File: src/rtl/program_loader_pkg.sv
// Shared control encodings for the program loader: FSM state codes and state type.
package program_loader_pkg;

  typedef logic [1:0] loader_state_t;

  localparam loader_state_t ST_IDLE  = 2'd0;
  localparam loader_state_t ST_LOAD  = 2'd1;
  localparam loader_state_t ST_DRAIN = 2'd2;
  localparam loader_state_t ST_START = 2'd3;

endpackage

File: src/rtl/program_loader.sv
// Streams a program image into BRAM through a byte-enabled write port, then
// pulses start with the load base as the core's start PC.
//
//   state | meaning
//   IDLE  | waiting for load_req; bad requests pulse error
//   LOAD  | accepting stream words; the cycle after the last word is its write cycle
//   DRAIN | final write has landed; nothing on the port
//   START | start/done pulse, program_address valid
module program_loader
  import program_loader_pkg::*;
#(
  parameter int DATA_WIDTH       = 32,
  parameter int ADDRESS_BITS     = 32,
  parameter int MEM_ADDRESS_BITS = 11
) (
  input  logic                        clock,
  input  logic                        reset,
  input  logic                        load_req,
  input  logic [ADDRESS_BITS-1:0]     base_address,
  input  logic [MEM_ADDRESS_BITS:0]   word_count,
  input  logic                        in_valid,
  input  logic [DATA_WIDTH-1:0]       in_data,
  output logic                        in_ready,
  output logic                        mem_write,
  output logic [MEM_ADDRESS_BITS-1:0] mem_address,
  output logic [DATA_WIDTH/8-1:0]     mem_byte_en,
  output logic [DATA_WIDTH-1:0]       mem_data,
  output logic                        start,
  output logic [ADDRESS_BITS-1:0]     program_address,
  output logic                        busy,
  output logic                        done,
  output logic                        error,
  output logic [DATA_WIDTH-1:0]       checksum
);

  localparam logic [MEM_ADDRESS_BITS+1:0] DEPTH = {2'b01, {MEM_ADDRESS_BITS{1'b0}}};

  loader_state_t                 state;
  logic [MEM_ADDRESS_BITS:0]     remaining;
  logic [MEM_ADDRESS_BITS-1:0]   next_index;
  logic [ADDRESS_BITS-1:0]       base_q;
  logic [MEM_ADDRESS_BITS-1:0]   req_index;
  logic [MEM_ADDRESS_BITS+1:0]   req_end;
  logic                          req_ok;
  logic                          handshake;

  assign req_index = base_address[MEM_ADDRESS_BITS+1:2];
  // Widened by two bits so a full-depth request does not overflow the compare.
  assign req_end   = {2'b00, req_index} + {1'b0, word_count};
  assign req_ok    = (word_count != '0) && (base_address[1:0] == 2'b00) && (req_end <= DEPTH);

  // remaining is a down-counter; reaching zero marks the last word's write cycle.
  assign in_ready    = (state == ST_LOAD) && (remaining != '0);
  assign handshake   = in_valid && in_ready;
  assign busy        = (state != ST_IDLE);
  assign start       = (state == ST_START);
  assign done        = (state == ST_START);
  assign mem_byte_en = {(DATA_WIDTH/8){mem_write}};

  always_ff @(posedge clock) begin
    if (reset) begin
      state           <= ST_IDLE;
      remaining       <= '0;
      next_index      <= '0;
      base_q          <= '0;
      mem_write       <= 1'b0;
      mem_address     <= '0;
      mem_data        <= '0;
      checksum        <= '0;
      program_address <= '0;
      error           <= 1'b0;
    end else begin
      mem_write <= handshake;
      error     <= 1'b0;

      if (handshake) begin
        mem_address <= next_index;
        mem_data    <= in_data;
        next_index  <= next_index + MEM_ADDRESS_BITS'(1);
        remaining   <= remaining - (MEM_ADDRESS_BITS+1)'(1);
        checksum    <= checksum + in_data;
      end

      case (state)
        ST_IDLE: begin
          if (load_req) begin
            if (req_ok) begin
              base_q     <= base_address;
              next_index <= req_index;
              remaining  <= word_count;
              checksum   <= '0;
              state      <= ST_LOAD;
            end else begin
              error <= 1'b1;
            end
          end
        end
        ST_LOAD: begin
          if (remaining == '0) state <= ST_DRAIN;
        end
        ST_DRAIN: begin
          program_address <= base_q;
          state           <= ST_START;
        end
        ST_START: state <= ST_IDLE;
        default:  state <= ST_IDLE;
      endcase
    end
  end

endmodule

File: config.mk
export PLATFORM = sky130hd
export DESIGN_NAME = program_loader
export DESIGN_NICKNAME = d
export VERILOG_FILES = /design/src/rtl/program_loader_pkg.sv /design/src/rtl/program_loader.sv
export SDC_FILE = /design/constraint.sdc
export NUM_CORES = 1
export LEC_CHECK = 0
export CORE_UTILIZATION = 30
export DETAILED_ROUTE_END_ITERATION = 7
export SYNTH_ARGS = -nofsm -noshare
export SYNTH_HDL_FRONTEND = slang
export SYNTH_SLANG_ARGS = --single-unit
File: constraint.sdc
create_clock -name clock -period 3.3 [get_ports clock]
set_input_delay 0.825 -clock clock [delete_from_list [all_inputs] [get_ports clock]]
set_output_delay 0.825 -clock clock [all_outputs]
set_load 0.01 [all_outputs]
==> reports/summary.md, run 1 <==
Outcome
- finished, final reports clean — result of the run

Die
- 28800 µm² — Die ar.
- 197 — number of top-level pins
- 27700 µm² — area of the core
- 30.5% — initial standard-cell utilization of the core
- 170 µm — Die Y-Extent
- 170 µm — width of the die
- 61 — number of standard-cell rows in the floorplan

Setup path
- flop — Setup crit end kind
- input pin — CP startpoint kind
- 3.50 ns — data arrival time of the critical path
- 12 — worst reg2reg path depth
- 3.60 ns — critical path required time
- input pin to flop — path type of the worst setup path
- 4 — largest driver fanout on the critical path

Finish
- 1410 — Final nets
- 5230 µm² — footprint of the multi-input gates
- 12800 µm² — summed area of non-filler cells in the final layout
- 51.2% — layout overhead on the synthesized area
- 3320 µm² — Reg area
- 2709 — filler instances
- 18.0% — ratio of cells with drive above 1 in the final layout
- 1671 — post-route non-filler standard cell count

Yosys
- 0 — number of flops mapped to enable cells by yosys
- sky130_fd_sc_hd__dfxtp_1 (39%), sky130_fd_sc_hd__mux2i_1 (7.9%), sky130_fd_sc_hd__ha_1 (7.3%), sky130_fd_sc_hd__nand2_1 (6.5%), sky130_fd_sc_hd__nor2_1 (6.1%) — largest cells by area after synthesis
- sky130_fd_sc_hd__dfxtp_1 — Synth area leader
- 39.3% — post-synth top area share
- 1002 — post-synthesis cell count
- 1133 — syn nets
- 39.3% — sequential area share after synthesis
- 0% — Async SR Flop Fraction
- 0 — number of synthesis warnings
- 166 — flops & latches, synth
- 8450 µm² — area of the mapped netlist
- sky130_fd_sc_hd__dfxtp_1 — dominant synthesized flop cell
- 8.43 µm² — syn_area_per_cell
- 60 — Unique masters post-synth

STA
- 0 ns — post-route setup TNS
- 97.0% — final period utilization
- 0 — Slew Viols, Final
- 312 MHz — timing-limited maximum frequency
- 0.454 ns — worst hold-check slack
- 0.0151 ns — skew final
- 0 — Fin. Hold Viols
- 0.510 ns — worst-margin pin slew
- 0 — Final Setup Violations
- 65.7% — headroom to the max-slew limit
- 3.20 ns — minimum period implied by the final worst setup slack

Global routing
- 39800 µm — wire length of the first global-routing pass
- 45 — pin count of the biggest net entering global routing
- 7643 — via count of the first global-routing pass
- 1 — number of antenna violations at the first check in global routing
- 17.4% — global-route total usage across every layer
- 0 — aggregate global routing overflow

Min path
- 2 — count of cells along the worst hold path
- flop to flop — class of the tightest hold or removal check

Routing
- 0 — number of nets with antenna violations after detailed routing
- 419 — detailed router's first-iteration violation count
- 15.5 µm — post-detailed-route wirelength per cell
- 4.80 — vias per inst
- 5 — router iterations before antenna repair
- 0 — final routed DRC violation total
- 25900 µm — aggregate routed wire length
- 8019 — total number of vias

Clock tree
- 2 — number of buffers on the longest clock path
- 0 — hold buffer count at cts
- 0.43 ns — clock latency on the worst-skew pair
- yes — TritonCTS clock tree
- 4 — H-tree levels
- 166 — total number of clock tree sinks
- 0.07 ns — Clock transition at path regs
- 17 — TritonCTS buffer count
- sky130_fd_sc_hd__clkbuf_16 — cell chosen for the clock root

Power
- 6.54 mW — overall power consumption
- 310 µV — highest ir drop seen on vdd
- 5.17 nW — Static Leakage
- 512 nW/µm² — total power divided by cell area

Place
- 1620 — DP Cell Count
- 0.888 — routability cong.
- 11400 µm² — dpl cell area
- 196 — IO buf count
- 18400 µm — Final HPWL DP

Flow run
- 0 — Max-cap violations

area by class of cell:
class | count | area share [%]
Antenna cell | 1 | 0.0196
Clock buffer | 18 | 3.36
Clock inverter | 14 | 1.11
Inverter | 18 | 0.529
Multi-Input combinational cell | 755 | 41.0
Sequential cell | 166 | 26.0
Tap cell | 378 | 3.70
Timing Repair Buffer | 321 | 24.3
per-layer routing:
layer	track usage, %	up-vias	wire [µm]
met4	4.78	0	381
met3	3.31	25	986
met1	22.3	3775	12000
met2	29.6	154	12500
met5	0	-	0
li1	-	4065	-
path summary, 6_finish.rpt:
| kind | to | slack (ns) | start |
|---|---|---|---|
| min reg2reg | mem_data[28]$_SDFFE_PP0P_ | 0.45 | mem_data[28]$_SDFFE_PP0P_ |
| max reg2reg | checksum[26]$_SDFF_PP0_ | 0.48 | checksum[0]$_SDFF_PP0_ |
| min | mem_data[28]$_SDFFE_PP0P_ | 0.45 | mem_data[28]$_SDFFE_PP0P_ |
| max | state[1]$_SDFFE_PP0P_ | 0.1 | word_count[7] |
layout by cell type, fill, tap and decap left out, drive strengths merged, types with 12 or more instances in the layout:
master / netlist / final
a21o: 15 / 15
clkdlybuf4s50: 0 / 167
dfxtp: 166 / 166
o21ai: 18 / 18
a211oi: 29 / 29
nor3: 17 / 17
xnor2: 30 / 30
clkbuf: 31 / 22
xor2: 17 / 17
a31oi: 12 / 12
buf: 32 / 126
ha: 49 / 49
inv: 18 / 24
dlymetal6s2s: 0 / 18
a21oi: 98 / 98
mux2i: 67 / 67
nor2: 138 / 138
nand2: 146 / 146
nand3: 23 / 23
stage by stage:
stage / setup slack [ns] / utilization [%]
6_report: 0.0978 / 46.1
5_1_grt: -0.00516 / 46.1
4_1_cts: 0.00412 / 44.5
3_5_place_dp: -0.766 / 41.3
3_3_place_gp: -0.755 / 41.3
2_1_floorplan: -0.0187 / -
flip-flops by register name, indices dropped and copies added (netlist names):
signal	flops
checksum	32
mem_data	32
mem_write	1
error	1
state	2
program_address	32
remaining	12
mem_address	11
next_index	11
base_q	32
synthesized netlist by cell type, types with 17 or more instances:
library cell,instances
sky130_fd_sc_hd__dfxtp_1,166
sky130_fd_sc_hd__nand2_1,146
sky130_fd_sc_hd__nor2_1,138
sky130_fd_sc_hd__a21oi_1,98
sky130_fd_sc_hd__mux2i_1,67
sky130_fd_sc_hd__ha_1,49
sky130_fd_sc_hd__clkbuf_1,30
sky130_fd_sc_hd__xnor2_1,30
sky130_fd_sc_hd__nand3_1,22
sky130_fd_sc_hd__a211oi_1,19
sky130_fd_sc_hd__inv_1,18
sky130_fd_sc_hd__nor3_1,17
sky130_fd_sc_hd__o21ai_0,17
sky130_fd_sc_hd__xor2_1,17
kinds of logic after synthesis:
logic type	count (synthesis)	share of synthesized area, %
adders and majority gates	51	7.73
AOI/OAI and AO/OA	219	17.1
and+or+nand+nor	371	18.8
buffers and inverters	81	4.28
muxes	67	7.94
xor gates and xnor gates	47	4.87
DFF	166	39.3
power by group:
group	switching, mW	internal, mW
Clock	0.922	1.06
Sequential	0.150	2.19
Combinational	1.14	1.08
Total	2.21	4.34
worst max-delay path, cell delays in order:
cell and delay [ns]:
sky130_fd_sc_hd__clkdlybuf4s50_1 0.47, sky130_fd_sc_hd__ha_4 0.31, sky130_fd_sc_hd__and2_1 0.14, sky130_fd_sc_hd__nand3_1 0.10, sky130_fd_sc_hd__o311a_1 0.36, sky130_fd_sc_hd__or3_1 0.35
sky130_fd_sc_hd__nand3_1 0.10, sky130_fd_sc_hd__o21ai_2 0.10, sky130_fd_sc_hd__buf_4 0.15, sky130_fd_sc_hd__buf_4 0.13, sky130_fd_sc_hd__a31oi_4 0.21, sky130_fd_sc_hd__mux2i_1 0.20
sky130_fd_sc_hd__nor2_1 0.05
timing repair:
item | 4_1_cts | 5_1_grt
resized for setup | 48 | 64
pin swaps | 18 | 32
setup buffers | 7 | 5
gates cloned | 4 | 2
setup endpoints to repair | 89 | 89
endpoints found under the hold margin | 0 | 0
No activity file was read; power rests on OpenSTA's default activity.
==> inputs of run 2 (changes only) <==
- CORE_UTILIZATION: 30 -> 35
==> run 2 against run 1 <==
Effect of this change: power grew 1.7%; first-iteration DRC count decreased by 5.0%; register-to-register slack improved by 0.06 ns; worst setup slack hardly changed; largest cell class unchanged; global-route usage increased by 2.5 points; critical endpoint is now state[0]$_SDFFE_PP0P_; design area decreased by 1.3%; final cell count is 3.4% lower; critical path type unchanged; routed wire length down 4.6%.
==> reports/summary.md, run 2 (synthesis results as in run 1) <==
Setup path
- input pin to flop — path type of the worst setup path
- flop — Setup crit end kind
- 3.54 ns — data arrival time of the critical path
- 3.63 ns — critical path required time
- input pin — CP startpoint kind
- sky130_fd_sc_hd__or3_1 — standard cell with the maximum stage delay on the critical path
- dlygate4sd2_1 -> ha_4 -> buf_4 -> o21ai_0 -> o21ba_2 -> o311a_1 -> or3_1 -> nand3_1 -> o21ai_2 -> buf_6 -> buf_4 -> a31oi_4 -> nor3_1 -> a211oi_2 — chain of cells forming the critical path
- 3 — largest driver fanout on the critical path
- sky130_fd_sc_hd__buf_4 — dominant cell type by count on the critical path
- 0.35 ns — largest stage delay on the critical path

Clock tree
- 0.06 ns — Clock transition at path regs
- yes — TritonCTS clock tree
- 17 — TritonCTS buffer count
- 4 — H-tree levels
- 0.42 ns — clock latency on the worst-skew pair
- sky130_fd_sc_hd__clkbuf_16 — cell chosen for the clock root
- 0 — hold buffer count at cts
- 166 — total number of clock tree sinks
- 2 — number of buffers on the longest clock path

Die
- 157 µm — width of the die
- 23500 µm² — area of the core
- 197 — number of top-level pins
- 24800 µm² — Die ar.
- 56 — number of standard-cell rows in the floorplan
- 157 µm — Die Y-Extent
- 35.9% — initial standard-cell utilization of the core

Routing
- 12100 µm — DR WL met2
- 0 — final routed DRC violation total
- 4.95 — vias per inst
- 5 — router iterations before antenna repair
- 7992 — total number of vias
- 950 µm — Met3 Routed Length
- 0 — number of nets with antenna violations after detailed routing
- 398 — detailed router's first-iteration violation count
- 11300 µm — met1 layer wirelength in the final routing
- 24700 µm — aggregate routed wire length
- met4 — top sig layer
- 15.3 µm — post-detailed-route wirelength per cell

Global routing
- 7515 — via count of the first global-routing pass
- 0 — aggregate global routing overflow
- 1 — number of antenna violations at the first check in global routing
- 20.0% — global-route total usage across every layer
- 39000 µm — wire length of the first global-routing pass
- 66 — pin count of the biggest net entering global routing

Power
- 2.15 mW — reported net switching power
- 31.8% — relative contribution of the clock network to total power
- 310 µV — highest ir drop seen on vdd
- 35.1% — proportion of power drawn by flip-flops and latches
- 32.3% — share of total power consumed by net switching
- 6.66 mW — overall power consumption
- 33.1% — combinational power share
- 528 nW/µm² — total power divided by cell area
- 5.20 nW — Static Leakage
- 4.51 mW — Cell Int Power

Flow run
- 0 — Max-cap violations

Finish
- 1413 — Final nets
- 17.2% — ratio of cells with drive above 1 in the final layout
- 2215 — filler instances
- sky130_fd_sc_hd__dfxtp_1 — most common cell after layout, fill and taps aside
- sky130_fd_sc_hd__dfxtp_1 (166), sky130_fd_sc_hd__clkdlybuf4s50_1 (165), sky130_fd_sc_hd__nand2_1 (145) — commonest non-fill, non-tap cells in the layout
- 49.3% — layout overhead on the synthesized area

STA
- true — RSZ-0062 raised after global routing
- 0 — Fin. Hold Viols
- 312 MHz — timing-limited maximum frequency
- 0 — Slew Viols, Final
- 0.0178 ns — skew final
- 0 ns — post-route setup TNS
- 97.0% — final period utilization
- 3.20 ns — minimum period implied by the final worst setup slack
- 0 — Final Setup Violations
- 64.4% — headroom to the max-slew limit
- 0.534 ns — worst-margin pin slew

Min path
- flop to flop — class of the tightest hold or removal check

Place
- 0.873 — routability cong.
- 17800 µm — Final HPWL DP
- 196 — IO buf count

Outcome
- finished, final reports clean — result of the run

run 2: cell types whose count changed in the layout (fill, tap and decap cells not counted), sizes merged:
cell / previous run / this run
bufinv: 1 / 3
bufbuf: 0 / 1
nand3: 23 / 24
dlymetal6s2s: 18 / 20
buf: 126 / 127
clkinvlp: 2 / 3
clkdlybuf4s50: 167 / 165
clkbuf: 22 / 21
clkdlybuf4s15: 0 / 1
clkinv: 5 / 3
dlygate4sd2: 6 / 7
inv: 24 / 21
run 2: final cells by class:
type                       instances  area, µm²  area share (%)
multi-input combinational        756       5120            40.6
clock buffer                      19        453            3.59
inverter                          18       67.6           0.536
antenna                            1       2.50          0.0198
sequential                       166       3320            26.4
tap                              319        399            3.17
clock inverter                    12        168            1.33
timing repair buffer             323       3070            24.4
run 2: per-stage QoR:
stage / hold WS [ns] / utilization, % / area [µm²] / instances / setup WS [ns]
6_report: 0.451 / 53.6 / 12600 / 1614 / 0.0976
5_1_grt: 0.479 / 53.6 / 12600 / 1614 / -0.0552
4_1_cts: 0.455 / 52.3 / 12300 / 1608 / 0.00166
3_5_place_dp: 0.446 / 48.6 / 11400 / 1567 / -0.797
3_3_place_gp: 0.442 / 48.6 / 11400 / 1567 / -0.771
2_1_floorplan: 0.444 / - / 8460 / 1002 / -0.0187
run 2: worst paths after layout:
path,from,end,slack (ns),cells past startpoint
worst min-delay path,mem_data[26]$_SDFFE_PP0P_,mem_data[26]$_SDFFE_PP0P_,0.45,2
worst max register to register,checksum[0]$_SDFF_PP0_,checksum[20]$_SDFF_PP0_,0.54,11
worst min register to register,mem_data[26]$_SDFFE_PP0P_,mem_data[26]$_SDFFE_PP0P_,0.45,2
worst max-delay path,word_count[2],state[0]$_SDFFE_PP0P_,0.1,14
run 2: layer usage:
metal	GRT usage (%)	vias to the layer above
li1	-	4075
met1	25.7	3750
met2	33.6	148
met3	3.99	19
met4	5.55	0
met5	0	-
run 2: what timing repair did:
| action | CTS | global route |
|---|---|---|
| endpoints found under the setup margin | 89 | 85 |
| pin swaps | 23 | 31 |
| gates resized for setup | 31 | 51 |
| cloned | 3 | 0 |
| buffers inserted | 7 | 5 |
run 2: critical path: cells and delay by family:
kind	cells	cell delay, ns
simple gates	3	0.54
fa+ha+maj	1	0.31
compound gates	6	1.16
buf+inv	4	0.69
run 2: power groups by stage:
stage	clock, mW	combinational [mW]	sequential, mW
global route	2.26	2.43	2.36
detailed placement	0	2.05	2.37
CTS	2.17	2.14	2.33
finish	2.12	2.20	2.34
floorplan	0	1.17	2.40
global placement	0	2.04	2.37
==> inputs of run 3 (changes only) <==
- CAP_MARGIN: not set -> 25
==> results of run 3 <==
Same layout as run 2: the final DEF is identical, and so are final timing and power.
